===== config.mk =====
export PLATFORM = sky130hd
export DESIGN_NAME = instr_fetch_unit
export DESIGN_NICKNAME = d
export VERILOG_FILES = /design/src/rtl/ifu_pkg.sv /design/src/rtl/ifu_fifo_if.sv /design/src/rtl/ifu_fifo.sv /design/src/rtl/instr_fetch_unit.sv
export SDC_FILE = /design/constraint.sdc
export NUM_CORES = 1
export LEC_CHECK = 0
export BUFFER_PORTS_ARGS = -buffer_cell sky130_fd_sc_hd__buf_2
export CORE_MARGIN = 2
export CORE_UTILIZATION = 51
export DETAILED_ROUTE_END_ITERATION = 7
export PLACE_DENSITY = 0.76
export SLEW_MARGIN = 40
export SYNTH_ARGS = -nofsm -noshare
export SYNTH_HDL_FRONTEND = slang
export SYNTH_SLANG_ARGS = --single-unit

===== constraint.sdc =====
create_clock -name clk_i -period 2.9 [get_ports clk_i]
set_clock_uncertainty 0.2 [all_clocks]
set_input_delay 0.145 -clock clk_i [delete_from_list [all_inputs] [get_ports clk_i]]
set_output_delay 0.145 -clock clk_i [all_outputs]
set_load 0.01 [all_outputs]

===== src/rtl/ifu_pkg.sv =====
// Shared constants and the prefetch entry type for the instruction fetch unit.
package ifu_pkg;

  localparam int INSTR_W = 32;
  localparam int ADDR_W  = 32;
  localparam logic [ADDR_W-1:0] PC_STEP = 32'd4;

  typedef struct packed {
    logic [ADDR_W-1:0]  pc;
    logic [INSTR_W-1:0] instr;
  } fetch_entry_t;

endpackage : ifu_pkg


===== src/rtl/ifu_fifo_if.sv =====
// Control/data bundle between the fetch sequencer and its prefetch buffer.
interface ifu_fifo_if;
  import ifu_pkg::*;

  logic         push;
  logic         pop;
  logic         flush;
  fetch_entry_t push_entry;
  logic         full;
  logic         empty;
  fetch_entry_t head;

  modport master (output push, pop, flush, push_entry, input full, empty, head);
  modport slave  (input push, pop, flush, push_entry, output full, empty, head);

endinterface : ifu_fifo_if


===== src/rtl/ifu_fifo.sv =====
// Prefetch buffer: DEPTH-entry FIFO of {pc, instr} with flush; DEPTH must be a power of two.
module ifu_fifo
  import ifu_pkg::*;
#(
  parameter int DEPTH = 4
) (
  input  logic       clk_i,
  input  logic       rst_i,
  ifu_fifo_if.slave  fifo
);

  localparam int PTR_W = $clog2(DEPTH);
  localparam int CNT_W = PTR_W + 1;

  fetch_entry_t     mem_q [DEPTH];
  logic [PTR_W-1:0] rd_ptr_q, rd_ptr_d;
  logic [PTR_W-1:0] wr_ptr_q, wr_ptr_d;
  logic [CNT_W-1:0] count_q, count_d;
  logic             do_push, do_pop;

  assign fifo.full  = (count_q == CNT_W'(DEPTH));
  assign fifo.empty = (count_q == '0);
  assign fifo.head  = mem_q[rd_ptr_q];

  always_comb begin
    // NOTE: every output of this block is assigned a default first so no path can infer a latch.
    rd_ptr_d = rd_ptr_q;
    wr_ptr_d = wr_ptr_q;
    count_d  = count_q;
    do_pop   = fifo.pop && !fifo.empty;
    do_push  = fifo.push && (!fifo.full || do_pop);
    if (fifo.flush) begin
      rd_ptr_d = '0;
      wr_ptr_d = '0;
      count_d  = '0;
    end else begin
      // Power-of-two depth lets the pointers wrap by plain overflow.
      if (do_push) wr_ptr_d = wr_ptr_q + PTR_W'(1);
      if (do_pop)  rd_ptr_d = rd_ptr_q + PTR_W'(1);
      count_d = count_q + CNT_W'(do_push) - CNT_W'(do_pop);
    end
  end

  // NOTE: state updates use non-blocking assignments so every flop samples pre-edge values.
  always_ff @(posedge clk_i) begin
    if (!rst_i) begin
      rd_ptr_q <= '0;
      wr_ptr_q <= '0;
      count_q  <= '0;
    end else begin
      rd_ptr_q <= rd_ptr_d;
      wr_ptr_q <= wr_ptr_d;
      count_q  <= count_d;
    end
  end

  // NOTE: storage is deliberately not reset; an entry is only observed once count covers it.
  always_ff @(posedge clk_i) begin
    if (do_push && !fifo.flush) mem_q[wr_ptr_q] <= fifo.push_entry;
  end

endmodule : ifu_fifo


===== src/rtl/instr_fetch_unit.sv =====
// Instruction fetch unit: PC sequencer feeding a prefetch buffer toward decode.
// Optional macro IFU_HALT_ON_ZERO_EN stops fetch on an all-zero instruction word.
module instr_fetch_unit
  import ifu_pkg::*;
#(
  parameter int                DEPTH    = 4,
  parameter logic [ADDR_W-1:0] RESET_PC = 32'h0000_0000
) (
  input  logic               clk_i,
  input  logic               rst_i,
  output logic [ADDR_W-1:0]  addr_o,
  input  logic [INSTR_W-1:0] instr_i,
  input  logic               redirect_i,
  input  logic [ADDR_W-1:0]  redirect_pc_i,
  output logic               valid_o,
  input  logic               ready_i,
  output logic [INSTR_W-1:0] instr_o,
  output logic [ADDR_W-1:0]  pc_o,
  output logic               halted_o
);

  ifu_fifo_if fifo_if ();

  ifu_fifo #(.DEPTH(DEPTH)) u_fifo (
    .clk_i (clk_i),
    .rst_i (rst_i),
    .fifo  (fifo_if)
  );

  logic [ADDR_W-1:0] pc_q, pc_d;
  logic              push, pop, fetch_go;

`ifdef IFU_HALT_ON_ZERO_EN
  logic halted_q, halted_d;
  assign halted_o = halted_q;
`else
  assign halted_o = 1'b0;
`endif

  assign addr_o  = pc_q;
  assign valid_o = !fifo_if.empty;
  assign instr_o = fifo_if.head.instr;
  assign pc_o    = fifo_if.head.pc;

  assign fifo_if.push       = push;
  assign fifo_if.pop        = pop;
  assign fifo_if.flush      = redirect_i;
  assign fifo_if.push_entry = '{pc: pc_q, instr: instr_i};

  always_comb begin
    pc_d = pc_q;
    push = 1'b0;
    // Redirect wins: the head is not consumed in a redirect cycle.
    pop  = valid_o && ready_i && !redirect_i;
`ifdef IFU_HALT_ON_ZERO_EN
    halted_d = halted_q;
    fetch_go = !halted_q && !redirect_i && (!fifo_if.full || pop);
`else
    fetch_go = !redirect_i && (!fifo_if.full || pop);
`endif
    if (redirect_i) begin
      pc_d = redirect_pc_i & ~ADDR_W'(3);
`ifdef IFU_HALT_ON_ZERO_EN
      halted_d = 1'b0;
`endif
    end else if (fetch_go) begin
`ifdef IFU_HALT_ON_ZERO_EN
      if (instr_i == '0) begin
        halted_d = 1'b1;
      end else begin
        push = 1'b1;
        pc_d = pc_q + PC_STEP;
      end
`else
      push = 1'b1;
      pc_d = pc_q + PC_STEP;
`endif
    end
  end

  always_ff @(posedge clk_i) begin
    if (!rst_i) begin
      pc_q <= RESET_PC;
`ifdef IFU_HALT_ON_ZERO_EN
      halted_q <= 1'b0;
`endif
    end else begin
      pc_q <= pc_d;
`ifdef IFU_HALT_ON_ZERO_EN
      halted_q <= halted_d;
`endif
    end
  end

endmodule : instr_fetch_unit


==> flow_summary.yaml <==
status:
  status: "complete, no violations"
synthesis:
  synth_compound_area_frac: 0.0476
  synth_top_family_by_area: "multiplexers"
  avgSynthCellArea_sq_um: 18.4
  synthAdderAreaFrac: 0.00851
  synth_simple_gate_area_frac: 0.0549
  synthMuxAreaShare: 0.126
  syn_inst: 607
  synth-seq-area-share: 0.736
  syn-cell-area_sq_um: 11200
  synth-async-reset-ratio: 0
  synth_cell_types: 46
  ys_seq_elements: 287
  ys_warn_count: 0
  synth_ff_type: "edfxtp_1"
  synth_edf_count: 248
  synth-xor-area-share: 0.00862
critical_path:
  cp-start-kind: "input pin"
  cp_max_fo: 26
  critPathKind: "in2reg"
  cp.arrival_ns: 2.96
  worstPathRequired_ns: 3.11
  endpoint_kind: "register"
clocking:
  numCtsBuffers: 28
  clkTransAtPathRegs_ns: 0.06
  htree_levels: 1
  clk_latency_ns: 0.54
  root_buffer: "clkbuf_16"
  ctsLongestPathBuffers: 3
  cts_tree: "done"
  cts.sinks: 287
routing:
  drc: 0
  drt-total-wl_mm: 25.0
  wl_per_cell_um: 21.4
  ant_nets: 0
  dr.pass1.iters: 5
  via_per_inst: 5.79
  via_count: 6748
  drtIter0Drc: 570
sta:
  final-max-slew-violation-count: 0
  tightest_slew_ns: 0.730
  rsz0062_at_grt: "false"
  fin_crit_sh: 0.950
  fmax_mhz: 363
  fin_crit_ns: 2.76
  finalSetupViolCount: 0
  fin_tns_setup_ns: 0
  relSlewSlack: 0.513
  hold_viol: 0
global_routing:
  antenna_found_initial: 0
  grt_start_max_net_pins: 40
  grt.total_usage: 0.215
  gr-total-overflow: 0
  grt_pass1_wl_mm: 39.2
  grt_pass1_vias: 7109
layout:
  regArea_sq_um: 8240
  final_common_cell: "edfxtp_1"
  layout.cells.most_common_list: "248 x edfxtp_1, 158 x buf_2, 89 x dlygate4sd3_1"
  area_delta_synth_final_pct: 26.7
  fillCellCount: 1452
  drive_above_1_share: 0.323
  nets: 939
  antenna_cells: 0
  multi_input_area_sq_um: 2780
  instances_no_fill: 1165
pwr:
  p_total_mw: 8.94
  cellLeakagePower_nw: 4.89
  ir_drop_uv: 410
  p_per_area_nw_per_um2: 631
min_path:
  min_path_type: "in2reg"
placed_design:
  io_buffers: 158
  gp_congestion: 0.859
  placedCellCount: 1025
  dp_hpwl_mm: 14.8
floorplan:
  die_h_um: 152
  ios: 166
  rows: 54
  initial_core_util: 0.515
  coreArea_sq_um: 21700
  die-width_um: 152
  dieArea_sq_um: 23100
run:
  cap_viol_max_count: 0
-- worst max-delay path, stage by stage --
cell	delay (ns)
dlygate4sd3_1	0.52
buf_2	0.11
buf_4	0.25
clkinvlp_4	0.44
o21ai_0	0.28
dlygate4sd3_1	0.58
a21oi_1	0.05
dlygate4sd3_1	0.58
-- flip-flops by register name, indices dropped and copies added, names as in the netlist, named ones only --
register	flops
u_fifo.count_q	3
addr_o	30
u_fifo.mem_q	248
u_fifo.rd_ptr_q	2
u_fifo.wr_ptr_q	2
-- final cells by class --
class | instances | area share
clock inverters | 13 | 0.00627
repair buffers | 262 | 0.133
inverters | 7 | 0.00212
well taps | 280 | 0.0247
flip-flops and latches | 287 | 0.582
multi-input cells | 278 | 0.196
clock buffers | 38 | 0.0565
-- path summary, 6_finish.rpt --
check                     startpoint          to  slack (ns)  cells after the start
setup reg to reg          addr_o[14]  addr_o[26]        0.24                      4
hold reg to reg   u_fifo.rd_ptr_q[1]    register        0.31                      2
setup / recovery          redirect_i   addr_o[5]        0.14                      8
hold / removal                 rst_i  addr_o[19]        0.03                      3
-- layer usage --
metal	global-route usage	up-vias	routed length, um	share of wire
met1	0.292	3368	10000	0.40
met2	0.368	337	12600	0.51
li1	-	2998	-	-
met5	0	-	0	0
met4	0.0570	0	559	0.022
met3	0.0328	45	1760	0.071
-- logic make-up after synthesis --
group                    after synthesis
other                                  1
XOR/XNOR                              11
AND/OR/NAND/NOR                      107
AO/OA/AOI/OAI                         85
flip-flops                           287
adder cells (fa/ha/maj)                7
buffers and inverters                 46
multiplexers                          63
-- synth_stat cells (all sizes together), types with 4 or more instances --
cell type    n  area [sq um]
o21ai       33           165
nand2       16          60.1
clkbuf      22          82.6
nand3       13          65.1
mux4        62          1400
and4         6          52.6
nand4       10          68.8
a31oi       16           100
xor2         6          52.6
a21oi        7          35.0
and2         6          37.5
a211oi       4          30.0
ha           6          75.1
or3          6          37.5
inv          7          26.3
and3         6          37.5
edfxtp     248          7450
o31ai       11          82.6
dfxtp       39           781
buf         17          92.6
or4         14           105
nor2        17          63.8
xnor2        5          43.8
-- timing repair --
item,in CTS,in global routing
endpoints found under the hold margin,160,0
buffers inserted,0,0
setup endpoints to repair,0,1
resized for setup,0,1
hold buffers,89,0
-- metrics by stage --
step                       util  area, sq um  setup WS, ns  hold WS, ns
after global placement    0.566        12300         0.425        0.157
after global routing      0.653        14200        0.0160       0.0662
final                     0.653        14200         0.144       0.0333
after floorplan               -        11200         0.427       0.0439
after detailed placement  0.571        12400         0.322        0.164
after CTS                 0.653        14200         0.226      0.00419
-- where the power goes --
group | switching [mW] | internal [mW] | total, mW
clock | 1.47 | 2.01 | 3.47
sequential | 0.116 | 4.67 | 4.78
combinational | 0.346 | 0.338 | 0.685
Power figures use the tool's default switching activity.
